### src/rtl/rr_sel_arbiter_pkg.sv
// Shared constants and helpers for the round-robin selector arbiter.
package rr_sel_arbiter_pkg;

    localparam int N_DEF = 8;
    localparam int M_DEF = 4;
    localparam int S_DEF = 2;

    // The output slot can take a new word when it is empty or being drained.
    function automatic logic slot_load(input logic out_valid, input logic out_ready);
        return !out_valid || out_ready;
    endfunction

    function automatic int unsigned next_idx(input int unsigned g, input int unsigned m = M_DEF);
        return (g == m - 1) ? 0 : g + 1;
    endfunction

endpackage

### src/rtl/rr_sel_arbiter_if.sv
// Requester/consumer handshake bundle; req_lock exists only with RR_SEL_LOCK_EN.
interface rr_sel_arbiter_if
    import rr_sel_arbiter_pkg::*;
#(
    parameter int N = N_DEF,
    parameter int M = M_DEF,
    parameter int S = S_DEF
);
    logic [M-1:0]   req_valid;
    logic [M-1:0]   req_ready;
    logic [M*N-1:0] req_data;
    logic           out_valid;
    logic           out_ready;
    logic [N-1:0]   out_data;
    logic [S-1:0]   out_sel;
`ifdef RR_SEL_LOCK_EN
    logic [M-1:0]   req_lock;
`endif

    modport slave (
`ifdef RR_SEL_LOCK_EN
        input  req_lock,
`endif
        input  req_valid,
        input  req_data,
        input  out_ready,
        output req_ready,
        output out_valid,
        output out_data,
        output out_sel
    );

    modport master (
`ifdef RR_SEL_LOCK_EN
        output req_lock,
`endif
        output req_valid,
        output req_data,
        output out_ready,
        input  req_ready,
        input  out_valid,
        input  out_data,
        input  out_sel
    );
endinterface

### src/rtl/rr_sel_arbiter_mux.sv
// M-to-1 word selector over a flat M*N bus; codes at or above M yield zero.
module muxMto1 #(
    parameter int N = 8,
    parameter int M = 4,
    parameter int S = 2
) (
    input  logic [M*N-1:0] D,
    input  logic [S-1:0]   SEL,
    output logic [N-1:0]   Z
);
    logic [N-1:0] w_words [2**S];

    generate
        for (genvar gi = 0; gi < 2**S; gi++) begin : g_word
            if (gi < M) begin : g_used
                assign w_words[gi] = D[N*gi +: N];
            end else begin : g_unused
                assign w_words[gi] = '0;
            end
        end
    endgenerate

    assign Z = w_words[SEL];
endmodule

### src/rtl/rr_sel_arbiter.sv
// Round-robin arbiter feeding a registered single-entry output slot.
// Optional burst lock on the granted requester: define RR_SEL_LOCK_EN.
module rr_sel_arbiter
    import rr_sel_arbiter_pkg::*;
#(
    parameter int N = N_DEF,
    parameter int M = M_DEF,
    parameter int S = S_DEF
) (
    input  logic           clk,
    input  logic           rst,
    rr_sel_arbiter_if.slave bus
);
    logic [S-1:0] r_ptr;
    logic         r_out_valid;
    logic [N-1:0] r_out_data;
    logic [S-1:0] r_out_sel;

    logic         w_load;
    logic         w_any;
    logic [S-1:0] w_grant;
    logic [S-1:0] w_ptr_next;
    logic [N-1:0] w_mux_z;
    int           w_idx;

    assign w_load = slot_load(r_out_valid, bus.out_ready);

    // Scan from the far end back toward ptr so the closest requester wins.
    always_comb begin
        w_any   = 1'b0;
        w_grant = '0;
        w_idx   = 0;
        for (int k = M - 1; k >= 0; k--) begin
            w_idx = int'(r_ptr) + k;
            if (w_idx >= M) begin
                w_idx = w_idx - M;
            end
            if (bus.req_valid[w_idx]) begin
                w_any   = 1'b1;
                w_grant = S'(w_idx);
            end
        end
    end

    always_comb begin
        w_ptr_next = S'(next_idx(32'(w_grant), M));
`ifdef RR_SEL_LOCK_EN
        if (bus.req_lock[w_grant]) begin
            w_ptr_next = w_grant;
        end
`endif
    end

    muxMto1 #(.N(N), .M(M), .S(S)) u_mux (
        .D   (bus.req_data),
        .SEL (w_grant),
        .Z   (w_mux_z)
    );

    generate
        for (genvar gi = 0; gi < M; gi++) begin : g_ready
            assign bus.req_ready[gi] = !rst && w_load && w_any && (w_grant == S'(gi));
        end
    endgenerate

    always_ff @(posedge clk) begin
        if (rst) begin
            r_ptr       <= '0;
            r_out_valid <= 1'b0;
            r_out_data  <= '0;
            r_out_sel   <= '0;
        end else if (w_load) begin
            if (w_any) begin
                r_out_data  <= w_mux_z;
                r_out_sel   <= w_grant;
                r_out_valid <= 1'b1;
                r_ptr       <= w_ptr_next;
            end else begin
                r_out_valid <= 1'b0;
            end
        end
    end

    assign bus.out_valid = r_out_valid;
    assign bus.out_data  = r_out_data;
    assign bus.out_sel   = r_out_sel;
endmodule
### src/flat_wrapper.sv
// flat-port wrapper written by rule: the top's interface ports become plain ports
module rr_sel_arbiter_flat import rr_sel_arbiter_pkg::*;
#(
    parameter int N = N_DEF,
    parameter int M = M_DEF,
    parameter int S = S_DEF
)
  (clk, rst, bus_req_valid, bus_req_data, bus_out_ready, bus_req_ready, bus_out_valid, bus_out_data, bus_out_sel);
  rr_sel_arbiter_if #(.N(N), .M(M), .S(S)) bus_i ();
  input  logic clk;
  input  logic rst;
  input wire logic [$bits(bus_i.req_valid)-1:0] bus_req_valid;
  input wire logic [$bits(bus_i.req_data)-1:0] bus_req_data;
  input wire logic [$bits(bus_i.out_ready)-1:0] bus_out_ready;
  output wire logic [$bits(bus_i.req_ready)-1:0] bus_req_ready;
  output wire logic [$bits(bus_i.out_valid)-1:0] bus_out_valid;
  output wire logic [$bits(bus_i.out_data)-1:0] bus_out_data;
  output wire logic [$bits(bus_i.out_sel)-1:0] bus_out_sel;
  assign bus_i.req_valid = bus_req_valid;
  assign bus_i.req_data = bus_req_data;
  assign bus_i.out_ready = bus_out_ready;
  assign bus_req_ready = bus_i.req_ready;
  assign bus_out_valid = bus_i.out_valid;
  assign bus_out_data = bus_i.out_data;
  assign bus_out_sel = bus_i.out_sel;
  rr_sel_arbiter #(.N(N), .M(M), .S(S)) u_core (.clk(clk), .rst(rst), .bus(bus_i));
endmodule
### config.mk
export PLATFORM = sky130hd
export DESIGN_NAME = rr_sel_arbiter_flat
export DESIGN_NICKNAME = d
export VERILOG_FILES = /design/src/rtl/rr_sel_arbiter_pkg.sv /design/src/rtl/rr_sel_arbiter_if.sv /design/src/rtl/rr_sel_arbiter_mux.sv /design/src/rtl/rr_sel_arbiter.sv /design/src/flat_wrapper.sv
export SDC_FILE = /design/constraint.sdc
export NUM_CORES = 1
export LEC_CHECK = 0
export BUFFER_PORTS_ARGS = -buffer_cell sky130_fd_sc_hd__buf_2
export CAP_MARGIN = 25
export CORE_MARGIN = 1.5
export CORE_UTILIZATION = 35
export DETAILED_ROUTE_END_ITERATION = 6
export PLACE_DENSITY = 0.74
export REMOVE_ABC_BUFFERS = 1
export SETUP_SLACK_MARGIN = 0.15
export SYNTH_ARGS = -nofsm -noshare
export SYNTH_HDL_FRONTEND = slang
export SYNTH_HIERARCHICAL = 1
export SYNTH_SLANG_ARGS = --single-unit
### constraint.sdc
create_clock -name clk -period 3.2 [get_ports clk]
set_input_delay 0.48 -clock clk [delete_from_list [all_inputs] [get_ports clk]]
set_output_delay 0.48 -clock clk [all_outputs]
set_load 0.05 [all_outputs]
* After elaboration in Yosys (flattened, before gate mapping)
Index checks and enable logic that the tools add are counted.
** Word-level totals
- Flip-flop bits (word level) :: 13
- Word-level logic and storage cells :: 65
- Output and inout port bits :: 15
** Operators by class
- Add/subtract/negate cells :: 8
- Multiplexer cells :: 29
- Reductions and logical operators :: 11
- Eq/ne operators :: 3
- $lt $le $gt $ge :: 9
- Bitwise operators :: 1
** Operators by type and width (number)
- $lt 32x4->1 const B :: 4
- $mux 32 :: 4
- $ge 32x4->1 const B :: 3
- $sub 32x4->32 const B :: 3
- $bmux 8 s2 :: 1
- $mux 8 :: 2
- $mux 1 :: 13
- $mux 2 :: 5
- $bmux 1 s2 :: 4
- $add 2x2->3 const B :: 2
- $logic_and 1x1->1 :: 6
- $eq 2x2->1 const B :: 2
- $sub 2x3->4 const B :: 1
- $add 2x1->3 const B :: 1
- $ge 2x3->1 const B :: 1
- $ge 3x3->1 const B :: 1
- $not 2->3 :: 1
- $add 2x1->2 const B :: 1
- $eq 2x1->1 const B :: 1
- $logic_not 1->1 :: 2
- $logic_not 2->1 :: 1
- $reduce_and 2->1 :: 1
- $logic_or 1x1->1 :: 1

* Depth between registers and ports, before layout
- Depth after elaboration :: 14
- Depth in mapped cells :: 9
- Gate-level depth less buffers :: 7

* By module
The synthesis kept the hierarchy.
** By module, submodules not included
- rr_sel_arbiter :: cells each 78, area each 704.4 um2, sequential area each 260.2 um2, times used 1
- muxMto1 :: cells each 10, area each 196.4 um2, sequential area each 0.0 um2, times used 1

* Worst setup path after synthesis
Ideal clock, no wire load.
- Path kind :: flip-flop to output port
- Start point :: register u_core.r_out_valid, in the netlist u_core/bus.out_valid
- End point :: output bus_req_ready[0]
- Buffers on the path :: 0
- Slack :: 0.919 ns
- Required time :: 2.720 ns
- Stages on the path, launching flop included :: 4
- Arrival time :: 1.801 ns
- Cell sequence :: dfxtp_1 > nor2b_1 > or3_1 > nor3b_2
** On the way
- Word-level cells in the longest chain between the ends :: 5
** RTL lines
- from (decl) :: RTL line rr_sel_arbiter.sv:15 : logic r_out_valid;
- from (signal assigned) :: RTL line rr_sel_arbiter.sv:69 : r_out_valid <= 1'b0;
- from (signal assigned) :: RTL line rr_sel_arbiter.sv:76 : r_out_valid <= 1'b1;
- from (signal assigned) :: RTL line rr_sel_arbiter.sv:79 : r_out_valid <= 1'b0;
- $logic_not 1->1 :: RTL line rr_sel_arbiter_pkg.sv:10 : return !out_valid || out_ready;
- $logic_or 1x1->1 :: RTL line rr_sel_arbiter_pkg.sv:10
- $logic_and 1x1->1 (3 in series) :: RTL line rr_sel_arbiter.sv:62 : assign bus.req_ready[gi] = !rst && w_load && w_any && (w_grant == S'(gi));
- to (decl) :: RTL line flat_wrapper.sv:15 : output wire logic [$bits(bus_i.req_ready)-1:0] bus_req_ready;
No other way between the ends.

* Worst setup path after layout
- Start point :: register u_core.r_ptr[1]
- End point :: output bus_req_ready[1]
** On the way
- Word-level cells in the longest chain between the ends :: 12
** RTL lines
- from (decl) :: RTL line rr_sel_arbiter.sv:14 : logic [S-1:0] r_ptr;
- from (signal assigned) :: RTL line rr_sel_arbiter.sv:77 : r_ptr <= w_ptr_next;
- $add 2x2->3 :: RTL line rr_sel_arbiter.sv:34 : w_idx = int'(r_ptr) + k;
- $sub 32x4->32 or $ge 32x4->1 (tied branches) :: RTL line rr_sel_arbiter.sv:36, rr_sel_arbiter.sv:35
- $mux 32 :: RTL line rr_sel_arbiter.sv:35 : if (w_idx >= M) begin
- $bmux 1 s2 :: RTL line rr_sel_arbiter.sv:38 : if (bus.req_valid[w_idx]) begin
- $mux 1 (not written as such) (2 in series) :: RTL line rr_sel_arbiter.sv:38
- $mux 2 or $mux 1 (tied branches) (4 in series) :: RTL line rr_sel_arbiter.sv:38
- $eq 2x1->1 or $logic_and 1x1->1 (tied branches) :: RTL line rr_sel_arbiter.sv:62
- $logic_and 1x1->1 (*) :: RTL line rr_sel_arbiter.sv:62
Mark *: on every way between the ends. The rest lies on a longest branch, timed or not. The select of a mux whose other input is x is not followed.

==> impl_metrics.yaml <==
place:
  port_buffers: 53
  gp_congestion: 0.692
  place_area_sq_um: 1150
  place_hpwl_microns: 1770
routing:
  first_pass_iters: 4
  drt.antenna.violating_nets: 0
  num_vias: 848
  drc: 0
  via_per_inst: 5.02
  wirelength_microns: 2160
  drtIter0Drc: 10
  wl_per_cell_microns: 12.8
worst_hold_path:
  hold_depth: 2
  hold_class: "reg2reg"
  hp-start: "u_core/bus.out_data[1]"
  holdPathEnd: "u_core/bus.out_data[1]"
grt:
  grt_start_max_net_pins: 16
  grt_pass1_vias: 787
  grt_pass1_wl_microns: 3330
  grt.total_usage: 0.160
  grt-ovfl-total: 0
  antenna_found_initial: 0
timing:
  finalSetupTns_ps: 0
  finalMaxSlewViolations: 0
  hold_viol: 0
  worstMarginPinSlew_ps: 534
  post-route-min-period_ps: 2350
  max_slew_margin: 0.644
  fmax_mhz: 425
  fin_skew_ps: 4.17
  rsz0062_at_grt: "false"
  setup_viol: 0
  period_share: 0.735
final_layout:
  syn_to_final_growth_pct: 30.6
  layout_commonest_cell: "buf_2"
  insertedDiodeCount: 0
  layout_common_cells: "53 x buf_2, 16 x nand2_1, 13 x dfxtp_1, 8 x a21oi_2, 8 x mux4_2"
  utilization: 0.479
  nets: 180
  final_area_sq_um: 1180
  fill_cells: 243
  final_layout_size_suffix_gt1_frac: 0.590
  seqCellArea_sq_um: 260
  multiInputGateArea_sq_um: 572
floorplanning:
  core_region_area_sq_um: 2450
  rows: 18
  die_area_sq_um: 2890
  die_h_microns: 53.7
  start_util: 0.367
  die_x_microns: 53.7
  io_pins: 54
power:
  internal_power_mw: 0.336
  power.leakage_nw: 0.543
  seqPwrFrac: 0.350
  clkPwrFrac: 0.177
  irDropWorstVdd_mv: 0.229
  swShare: 0.404
  pwr_density_cell_nw_per_um2: 479
  p_comb_frac: 0.473
  switchingPower_mw: 0.228
cts:
  clk_pin_slew_ps: 80
  hold_buffers: 0
  cts_buffers: 3
  insertion_delay_ps: 270
  clock-sinks: 13
  clockBufferDepth: 2
  post_cts_buffers: 0
  root_buffer: "clkbuf_4"
  postCtsResizedCells: 0
  cts_max_level: 1
  cts_tree: "done"
worst_setup_path:
  path_class: "reg2out"
  cp_max_fo: 5
  r2r-start: "u_core/r_ptr[1]"
  critPathRequiredTime_ps: 2720
  cp-start-kind: "register"
  worst-r2r-cell-count: 6
  rr_endpoint: "u_core/bus.out_data[6]"
  critPathCaptureType: "output port"
  worstPathArrival_ps: 1870
  r2r_setup_slack_ps: 1170
synth:
  syn-mean-instance-area_sq_um: 10.2
  synth_area_sq_um: 901
  syn_inst: 88
  synth_enable_flop_cells: 0
  ys.flop_type: "dfxtp_1"
  yosysSeqAreaShare: 0.289
  ys_warn_count: 6
  async_reset_ff_frac: 0
  ys_seq_elements: 13
  ys_types: 31
run_status:
  status: "complete, no violations"
flow_run:
  drv_cap: 0
==> power by group through the flow <==
stage                     clock [mW]  sequential (mW)  combinational (mW)
final                         0.0998            0.197               0.267
after global routing           0.110            0.200               0.287
after CTS                      0.105            0.197               0.268
after detailed placement           0            0.201               0.268
after global placement             0            0.200               0.261
after floorplan                    0            0.260               0.139
==> through the flow <==
stage | std cells | total power [mW] | setup slack (ps) | hold slack, ps
finish | 169 | 0.563 | 848 | 468
global route | 169 | 0.597 | 637 | 494
CTS | 169 | 0.571 | 842 | 471
detailed placement | 165 | 0.469 | 930 | 458
global placement | 165 | 0.462 | 998 | 454
floorplan | 82 | 0.398 | 919 | 531
==> critical path: stages, from the launching register on <==
cell      delay [ps]
dfxtp_1          450
o21ai_0          130
a221oi_1         340
or2_2            180
ha_1             120
and2_1           120
buf_2            270
==> per-layer routing <==
metal | vias up | global-route usage | share of wire
met2 | 34 | 0.262 | 0.54
met1 | 395 | 0.190 | 0.36
met3 | 4 | 0.0472 | 0.085
li1 | 415 | - | -
met5 | - | 0 | 0
met4 | 0 | 0.0769 | 0.015
==> synthesized netlist by cell type (2+ instances only) <==
library cell	count	area share
nor2b_1	2	0.014
mux4_2	8	0.20
dfxtp_1	13	0.29
nor2_1	6	0.025
nand2_1	16	0.067
buf_6	4	0.050
inv_1	4	0.017
a21oi_2	8	0.078
o21ai_0	5	0.028
==> state kept, by name, summed over array words and instances (netlist names) <==
signal                flops
u_core/bus.out_data       8
u_core/bus.out_sel        2
u_core/bus.out_valid      1
u_core/r_ptr              2
==> worst max-delay path by stage <==
| stage | startpoint | depth (start not counted) | slack (ps) | to |
|---|---|---|---|---|
| 2_1_floorplan | u_core/bus.out_valid | 3 | 920 | bus_req_ready[0] |
| 3_3_place_gp | bus_req_valid[0] | 7 | 1000 | bus_req_ready[1] |
| 3_5_place_dp | bus_req_valid[0] | 7 | 930 | bus_req_ready[1] |
| 4_1_cts | u_core/r_ptr[1] | 6 | 840 | bus_req_ready[1] |
| 5_1_grt | u_core/r_ptr[1] | 6 | 640 | bus_req_ready[1] |
| 6_report | u_core/r_ptr[1] | 6 | 850 | bus_req_ready[1] |
==> final cells by class <==
| type | instances | share of cell area |
|---|---|---|
| well taps | 30 | 0.0319 |
| multi-input cells | 65 | 0.486 |
| flip-flops and latches | 13 | 0.221 |
| inverters | 4 | 0.0128 |
| clock buffers | 4 | 0.0223 |
| repair buffers | 53 | 0.226 |
==> cell families (layout without fill, tap and decap cells) <==
kind of cell / after synthesis / in the layout / share of synthesized area
AND/OR/NAND/NOR: 37 / 37 / 0.235
multiplexers: 8 / 8 / 0.200
flip-flops: 13 / 13 / 0.289
adder cells (fa/ha/maj): 1 / 1 / 0.0139
AO/OA/AOI/OAI: 19 / 19 / 0.186
buffers and inverters: 10 / 61 / 0.0764
(Power assumes the default switching activity.)
